`src/rtl/ppu_bus_bridge_pkg.sv`:
```
// ============================================================================
// Module   : ppu_bus_bridge_pkg
// Purpose  : Shared PPU register select encoding and bridge timing defaults.
// Revision : 1.0
// ============================================================================
`default_nettype none

package ppu_bus_bridge_pkg;

  typedef enum logic [3:0] {
    PPUCTRL   = 4'd0,
    PPUMASK   = 4'd1,
    PPUSTATUS = 4'd2,
    OAMADDR   = 4'd3,
    OAMDATA   = 4'd4,
    PPUSCROLL = 4'd5,
    PPUADDR   = 4'd6,
    PPUDATA   = 4'd7,
    OAMDMA    = 4'd8
  } reg_t;

  typedef enum logic [0:0] {
    ST_IDLE   = 1'b0,
    ST_ACTIVE = 1'b1
  } bridge_state_t;

  localparam int c_cpu_div_dflt = 12;
  localparam int c_upd_dly_dflt = 11;

  function automatic logic reg_readable(input reg_t sel);
    return (sel == PPUSTATUS) || (sel == OAMDATA) || (sel == PPUDATA);
  endfunction

endpackage

`default_nettype wire

```
`src/rtl/ppu_bus_bridge_addr_decode.sv`:
```
// ============================================================================
// Module   : ppu_addr_decode
// Purpose  : CPU address to PPU register select ($2000-$3FFF mirrored, $4014).
// Revision : 1.0
// ============================================================================
`default_nettype none

module ppu_addr_decode
  import ppu_bus_bridge_pkg::*;
(
  input  logic [15:0] i_addr,
  output logic        o_hit,
  output reg_t        o_sel,
  output logic        o_readable
);

  always_comb begin
    o_hit = 1'b0;
    o_sel = PPUCTRL;
    if (i_addr[15:13] == 3'b001) begin
      o_hit = 1'b1;
      o_sel = reg_t'({1'b0, i_addr[2:0]});
    end else if (i_addr == 16'h4014) begin
      o_hit = 1'b1;
      o_sel = OAMDMA;
    end
    o_readable = o_hit && reg_readable(o_sel);
  end

endmodule

`default_nettype wire

```
`src/rtl/ppu_bus_bridge.sv`:
```
// ============================================================================
// Module   : ppu_bus_bridge
// Purpose  : CPU bus front end of the PPU registers: decode, hold, read capture,
//            open-bus latch, OAMDMA stall and CPU cycle parity.
// Revision : 1.0
// ============================================================================
`default_nettype none

module ppu_bus_bridge
  import ppu_bus_bridge_pkg::*;
#(
  parameter int CPU_DIV = c_cpu_div_dflt,
  parameter int UPD_DLY = c_upd_dly_dflt
) (
  input  logic        clk,
  input  logic        rst_n,
  input  logic        cpu_clk_en,
  input  logic [15:0] bus_addr,
  input  logic        bus_re,
  input  logic        bus_we,
  input  logic [7:0]  bus_wr_data,
  output logic [7:0]  bus_rd_data,
  output logic        bus_rd_valid,
  output logic        bus_hit,
  output reg_t        reg_sel,
  output logic        reg_en,
  output logic        reg_rw,
  output logic [7:0]  reg_data_in,
  input  logic [7:0]  reg_data_out,
  input  logic        cpu_sus,
  output logic        cpu_stall,
  output logic        cpu_cyc_par
);

  localparam int c_tap = UPD_DLY + 1;

  // Capture may land at most one clock past the following CPU strobe.
  if (UPD_DLY + 1 > CPU_DIV) begin : g_dly_check
    $error("ppu_bus_bridge: UPD_DLY too large for CPU_DIV");
  end

  logic          w_dec_hit;
  reg_t          w_dec_sel;
  logic          w_dec_rd;
  logic          w_access;
  logic          w_issue_rd;
  logic          w_cap;
  logic          w_en_nxt;
  logic          w_hit_nxt;
  bridge_state_t r_state;
  bridge_state_t w_state_nxt;
  logic          r_stall;
  logic [c_tap:0] r_rd_pipe;
  logic [c_tap:0] r_rdok_pipe;

  ppu_addr_decode u_decode (
    .i_addr     (bus_addr),
    .o_hit      (w_dec_hit),
    .o_sel      (w_dec_sel),
    .o_readable (w_dec_rd)
  );

  assign w_access   = cpu_clk_en && !r_stall && w_dec_hit && (bus_re || bus_we);
  assign w_issue_rd = w_access && !bus_we;
  assign w_cap      = r_rd_pipe[c_tap];
  assign cpu_stall  = r_stall;

  always_comb begin
    w_state_nxt = r_state;
    w_en_nxt    = reg_en;
    w_hit_nxt   = bus_hit;
    case (r_state)
      ST_IDLE: begin
        if (w_access) begin
          w_state_nxt = ST_ACTIVE;
          w_en_nxt    = bus_we || w_dec_rd;
          w_hit_nxt   = 1'b1;
        end
      end
      ST_ACTIVE: begin
        if (w_access) begin
          w_state_nxt = ST_ACTIVE;
          w_en_nxt    = bus_we || w_dec_rd;
          w_hit_nxt   = 1'b1;
        end else if (cpu_clk_en) begin
          w_state_nxt = ST_IDLE;
          w_en_nxt    = 1'b0;
          w_hit_nxt   = 1'b0;
        end
      end
      default: begin
        w_state_nxt = ST_IDLE;
        w_en_nxt    = 1'b0;
        w_hit_nxt   = 1'b0;
      end
    endcase
  end

  always_ff @(posedge clk or negedge rst_n) begin
    if (!rst_n) begin
      r_state <= ST_IDLE;
      reg_en  <= 1'b0;
      bus_hit <= 1'b0;
    end else begin
      r_state <= w_state_nxt;
      reg_en  <= w_en_nxt;
      bus_hit <= w_hit_nxt;
    end
  end

  always_ff @(posedge clk or negedge rst_n) begin
    if (!rst_n) begin
      reg_sel     <= PPUCTRL;
      reg_rw      <= 1'b0;
      reg_data_in <= 8'h00;
    end else if (w_access) begin
      reg_sel     <= w_dec_sel;
      reg_rw      <= bus_we;
      reg_data_in <= bus_wr_data;
    end
  end

  // Read timing is a tap line so a capture survives the next strobe re-latch.
  always_ff @(posedge clk or negedge rst_n) begin
    if (!rst_n) begin
      r_rd_pipe   <= '0;
      r_rdok_pipe <= '0;
    end else begin
      r_rd_pipe   <= {r_rd_pipe[c_tap-1:0], w_issue_rd};
      r_rdok_pipe <= {r_rdok_pipe[c_tap-1:0], w_issue_rd && w_dec_rd};
    end
  end

  always_ff @(posedge clk or negedge rst_n) begin
    if (!rst_n) begin
      bus_rd_data  <= 8'h00;
      bus_rd_valid <= 1'b0;
    end else begin
      bus_rd_valid <= w_cap;
      if (w_access && bus_we) begin
        bus_rd_data <= bus_wr_data;
      end else if (w_cap && r_rdok_pipe[c_tap]) begin
        bus_rd_data <= reg_data_out;
      end
    end
  end

  always_ff @(posedge clk or negedge rst_n) begin
    if (!rst_n) begin
      r_stall     <= 1'b0;
      cpu_cyc_par <= 1'b0;
    end else begin
      r_stall <= cpu_sus;
      if (cpu_clk_en) begin
        cpu_cyc_par <= ~cpu_cyc_par;
      end
    end
  end

endmodule

`default_nettype wire

```
`config.mk`:
```
export PLATFORM = sky130hd
export DESIGN_NAME = ppu_bus_bridge
export DESIGN_NICKNAME = d
export VERILOG_FILES = /design/src/rtl/ppu_bus_bridge_pkg.sv /design/src/rtl/ppu_bus_bridge_addr_decode.sv /design/src/rtl/ppu_bus_bridge.sv
export SDC_FILE = /design/constraint.sdc
export NUM_CORES = 1
export LEC_CHECK = 0
export BUFFER_PORTS_ARGS = -buffer_cell sky130_fd_sc_hd__buf_2
export CORE_MARGIN = 1
export CORE_UTILIZATION = 53
export DETAILED_ROUTE_END_ITERATION = 8
export GPL_ROUTABILITY_DRIVEN = 1
export PLACE_DENSITY = 0.86
export SETUP_SLACK_MARGIN = 0.2
export SYNTH_ARGS = -nofsm -noshare
export SYNTH_HDL_FRONTEND = slang
export SYNTH_SLANG_ARGS = --single-unit
```
`constraint.sdc`:
```
create_clock -name clk -period 4.5 [get_ports clk]
set_input_delay 0.9 -clock clk [delete_from_list [all_inputs] [get_ports clk]]
set_output_delay 0.9 -clock clk [all_outputs]
set_load 0.1 [all_outputs]
```
==> summary.json <==
{
  "run_status": "complete, no violations",
  "global_route_congestion_overflow_total": 0,
  "worst_clock_skew_ps": 9.81,
  "postSynthRegisterBits": 53,
  "setup_viol": 0,
  "die_footprint_um2": 3890,
  "grt_antenna_before_repair": 0,
  "timing.critical_path.required_ps": 4760,
  "path_buf_inv": 1,
  "ys_dominant_reg_cell": "sky130_fd_sc_hd__dfrtp_1",
  "synth-warning-count": 0,
  "synthArstFlopShare_pct": 100,
  "worstSkewPairLatency_ps": 350,
  "post-synth-top-area-cell": "sky130_fd_sc_hd__dfrtp_1",
  "rr_endpoint": "reg_data_in[4]",
  "route.detailed.wl_per_inst_um": 14.3,
  "hp-class": "reg2reg",
  "utilization_pct": 69.7,
  "route.detailed.drc": 0,
  "cts-htree-levels": 2,
  "grt_pass1_wl_um": 5820,
  "syn_avg_cell_area_um2": 16.8,
  "startpoint": "bus_we",
  "numClockSinks": 53,
  "synth_cell_types": 28,
  "crit-reg2reg-launch": "cpu_stall",
  "crit_fanout": 15,
  "leakage_nw": 1.23,
  "drt_pre_antenna_iters": 4,
  "cp-start-kind": "input pin",
  "final_net_count": 221,
  "core-area_um2": 3420,
  "grt_start_max_net_pins": 54,
  "via_count_of_the_first_global_routing_pass": 1252,
  "worstMarginPinSlew_ps": 1080,
  "total_wire_length_after_detailed_routing_um": 3280,
  "track_usage_pct": 20.0,
  "max_freq_mhz": 430,
  "cap_violations": 0,
  "ir_drop_uv": 364,
  "cp_top_delay_family": "simple AND/OR/NAND/NOR gates",
  "die_height_um": 62.4,
  "number_of_flops_mapped_to_enable_cells_by_yosys": 0,
  "multi_input_comb_area_um2": 572,
  "rr_worst_depth": 4,
  "worst_ep_arrival_time_ps": 2580,
  "cellPowerDensity_nw_per_um2": 581,
  "flow.area_growth_from_synthesis_pct": 23.3,
  "worstSetupPathDepth": 4,
  "final-seq-area_um2": 1330,
  "num_antenna_cells": 0,
  "nFillCells": 250,
  "synth-seq-area-share_pct": 68.7,
  "worst_path_largest_cell_delay_ps": 610,
  "timing.max_slew.rel_slack_pct": 27.8,
  "postSynthNetCount": 153,
  "synth_top_cells_by_area": "sky130_fd_sc_hd__dfrtp_1 (69%), sky130_fd_sc_hd__mux2_2 (12%), sky130_fd_sc_hd__nor4b_4 (2.5%), sky130_fd_sc_hd__mux2_4 (2.3%), sky130_fd_sc_hd__a22o_1 (1.4%)",
  "ant_nets": 0,
  "post-route-min-period_ps": 2330,
  "register_to_register_setup_slack_ps": 2670,
  "port_buffers": 63,
  "cts_tree": "yes",
  "postCtsSetupBuffers": 0,
  "cts_root_buf": "sky130_fd_sc_hd__clkbuf_4",
  "syn_inst": 115,
  "hpwlAfterDp_um": 2350,
  "design.portCount": 64,
  "endpoint_type_of_the_worst_setup_path": "flip-flop",
  "path_class": "in2reg",
  "post_cts_resized": 0,
  "post_cts_hold_buffer_count": 0,
  "placementRows": 21,
  "initial_utilization_pct": 56.6,
  "final_max_slew_violation_count": 0,
  "worst_setup_hold_path_clk_slew_ps": 140,
  "critPathSlowestCell": "sky130_fd_sc_hd__or2_1",
  "path_cells": "buf_2 > o211ai_1 > or2_1 > mux2_2",
  "whs_ps": 360,
  "final_min_period_over_clock_period_pct": 51.7,
  "finalSetupTns_ps": 0,
  "setup_repair_after_global_routing_missed_its_margin": "false",
  "total_cts_buffers": 5,
  "floorplan.die.width_um": 62.4,
  "synth_top_area_share_pct": 68.7,
  "place.gp.congestion": 0.816,
  "max_root_sink_buffers": 2,
  "timing.critical_path.to": "reg_data_in[4]",
  "dr_total_vias": 1182,
  "layout-drive-gt1-share_pct": 55.4,
  "drt_first_iter_violations": 53,
  "timing_hold_violations_final": 0,
  "viasPerCell": 5.14,
  "synth.cell_area_um2": 1930
}
## how the worst min path moves through the flow
stage / start / to / cells past startpoint
floorplan: r_rd_pipe[9] / r_rd_pipe[10] / 0
global placement: r_rdok_pipe[11] / r_rdok_pipe[12] / 0
detailed placement: r_rdok_pipe[10] / r_rdok_pipe[11] / 0
CTS: r_rd_pipe[6] / r_rd_pipe[7] / 0
global route: r_rd_pipe[1] / r_rd_pipe[2] / 0
finish: r_rd_pipe[6] / r_rd_pipe[7] / 0
## layer usage
| metal | global-route usage, % | routed length (um) | vias up |
|---|---|---|---|
| met5 | 0 | 0 | - |
| met4 | 5.23 | 18 | 0 |
| met3 | 8.21 | 257 | 4 |
| met2 | 32.7 | 1650 | 59 |
| met1 | 24.6 | 1350 | 580 |
| li1 | - | - | 539 |
## synth_stat cells, types with 2 or more instances
cell type                 number
sky130_fd_sc_hd__nor2_1        4
sky130_fd_sc_hd__inv_1         2
sky130_fd_sc_hd__mux2_4        3
sky130_fd_sc_hd__nor3b_1       2
sky130_fd_sc_hd__a22o_1        3
sky130_fd_sc_hd__nand2_1       6
sky130_fd_sc_hd__nor4b_4       2
sky130_fd_sc_hd__dfrtp_1      53
sky130_fd_sc_hd__mux2_2       21
## metrics by stage
| step | power, W | std cells | worst slack (ps) | area (um2) |
|---|---|---|---|---|
| 2_1_floorplan | 0.000990 | 115 | 2160 | 1930 |
| 3_3_place_gp | 0.00108 | 222 | 1870 | 2280 |
| 3_5_place_dp | 0.00109 | 222 | 1810 | 2280 |
| 4_1_cts | 0.00140 | 230 | 2180 | 2380 |
| 5_1_grt | 0.00144 | 230 | 2090 | 2380 |
| 6_report | 0.00138 | 230 | 2170 | 2380 |
## logic make-up (layout without fill, tap and decap cells)
| kind of cell | Yosys count | after routing | share of synthesized area [%] |
|---|---|---|---|
| XOR/XNOR | 2 | 2 | 0.907 |
| multiplexers | 24 | 24 | 14.6 |
| AND/OR/NAND/NOR | 21 | 21 | 9.26 |
| flip-flops | 53 | 53 | 68.7 |
| AO/OA/AOI/OAI | 11 | 11 | 4.86 |
| buffers and inverters | 4 | 73 | 1.75 |
## area by class of cell
type	instances	area share, %
sequential	53	55.7
multi-input combinational	58	24.0
timing repair buffer	63	13.2
clock inverter	3	2.73
tap	46	2.42
clock buffer	5	1.58
inverter	2	0.315
## report_power, final
group	switching, W	internal (W)
registers	0.0000275	0.000526
clock network	0.000133	0.000172
logic	0.000430	0.0000949
total	0.000591	0.000793
## layout by cell type (no fill, tap or decap), types with 2 or more instances in the layout
cell / n
sky130_fd_sc_hd__nor2_1: 4
sky130_fd_sc_hd__nand2_1: 6
sky130_fd_sc_hd__inv_1: 2
sky130_fd_sc_hd__mux2_2: 21
sky130_fd_sc_hd__nor4b_4: 2
sky130_fd_sc_hd__bufinv_16: 2
sky130_fd_sc_hd__nor3b_1: 2
sky130_fd_sc_hd__a22o_1: 3
sky130_fd_sc_hd__dfrtp_1: 53
sky130_fd_sc_hd__buf_2: 63
sky130_fd_sc_hd__mux2_4: 3
sky130_fd_sc_hd__clkbuf_4: 5
## sequential cells by signal, indices dropped and copies added (netlist names)
signal and count:
reg_data_in 8, reg_en 1, reg_rw 1, cpu_stall 1, r_rd_pipe 13, reg_sel 4
bus_rd_valid 1, bus_rd_data 8, bus_hit 1, r_state 1, cpu_cyc_par 1, r_rdok_pipe 13
Note: power is estimated with default switching activity, not from simulation.
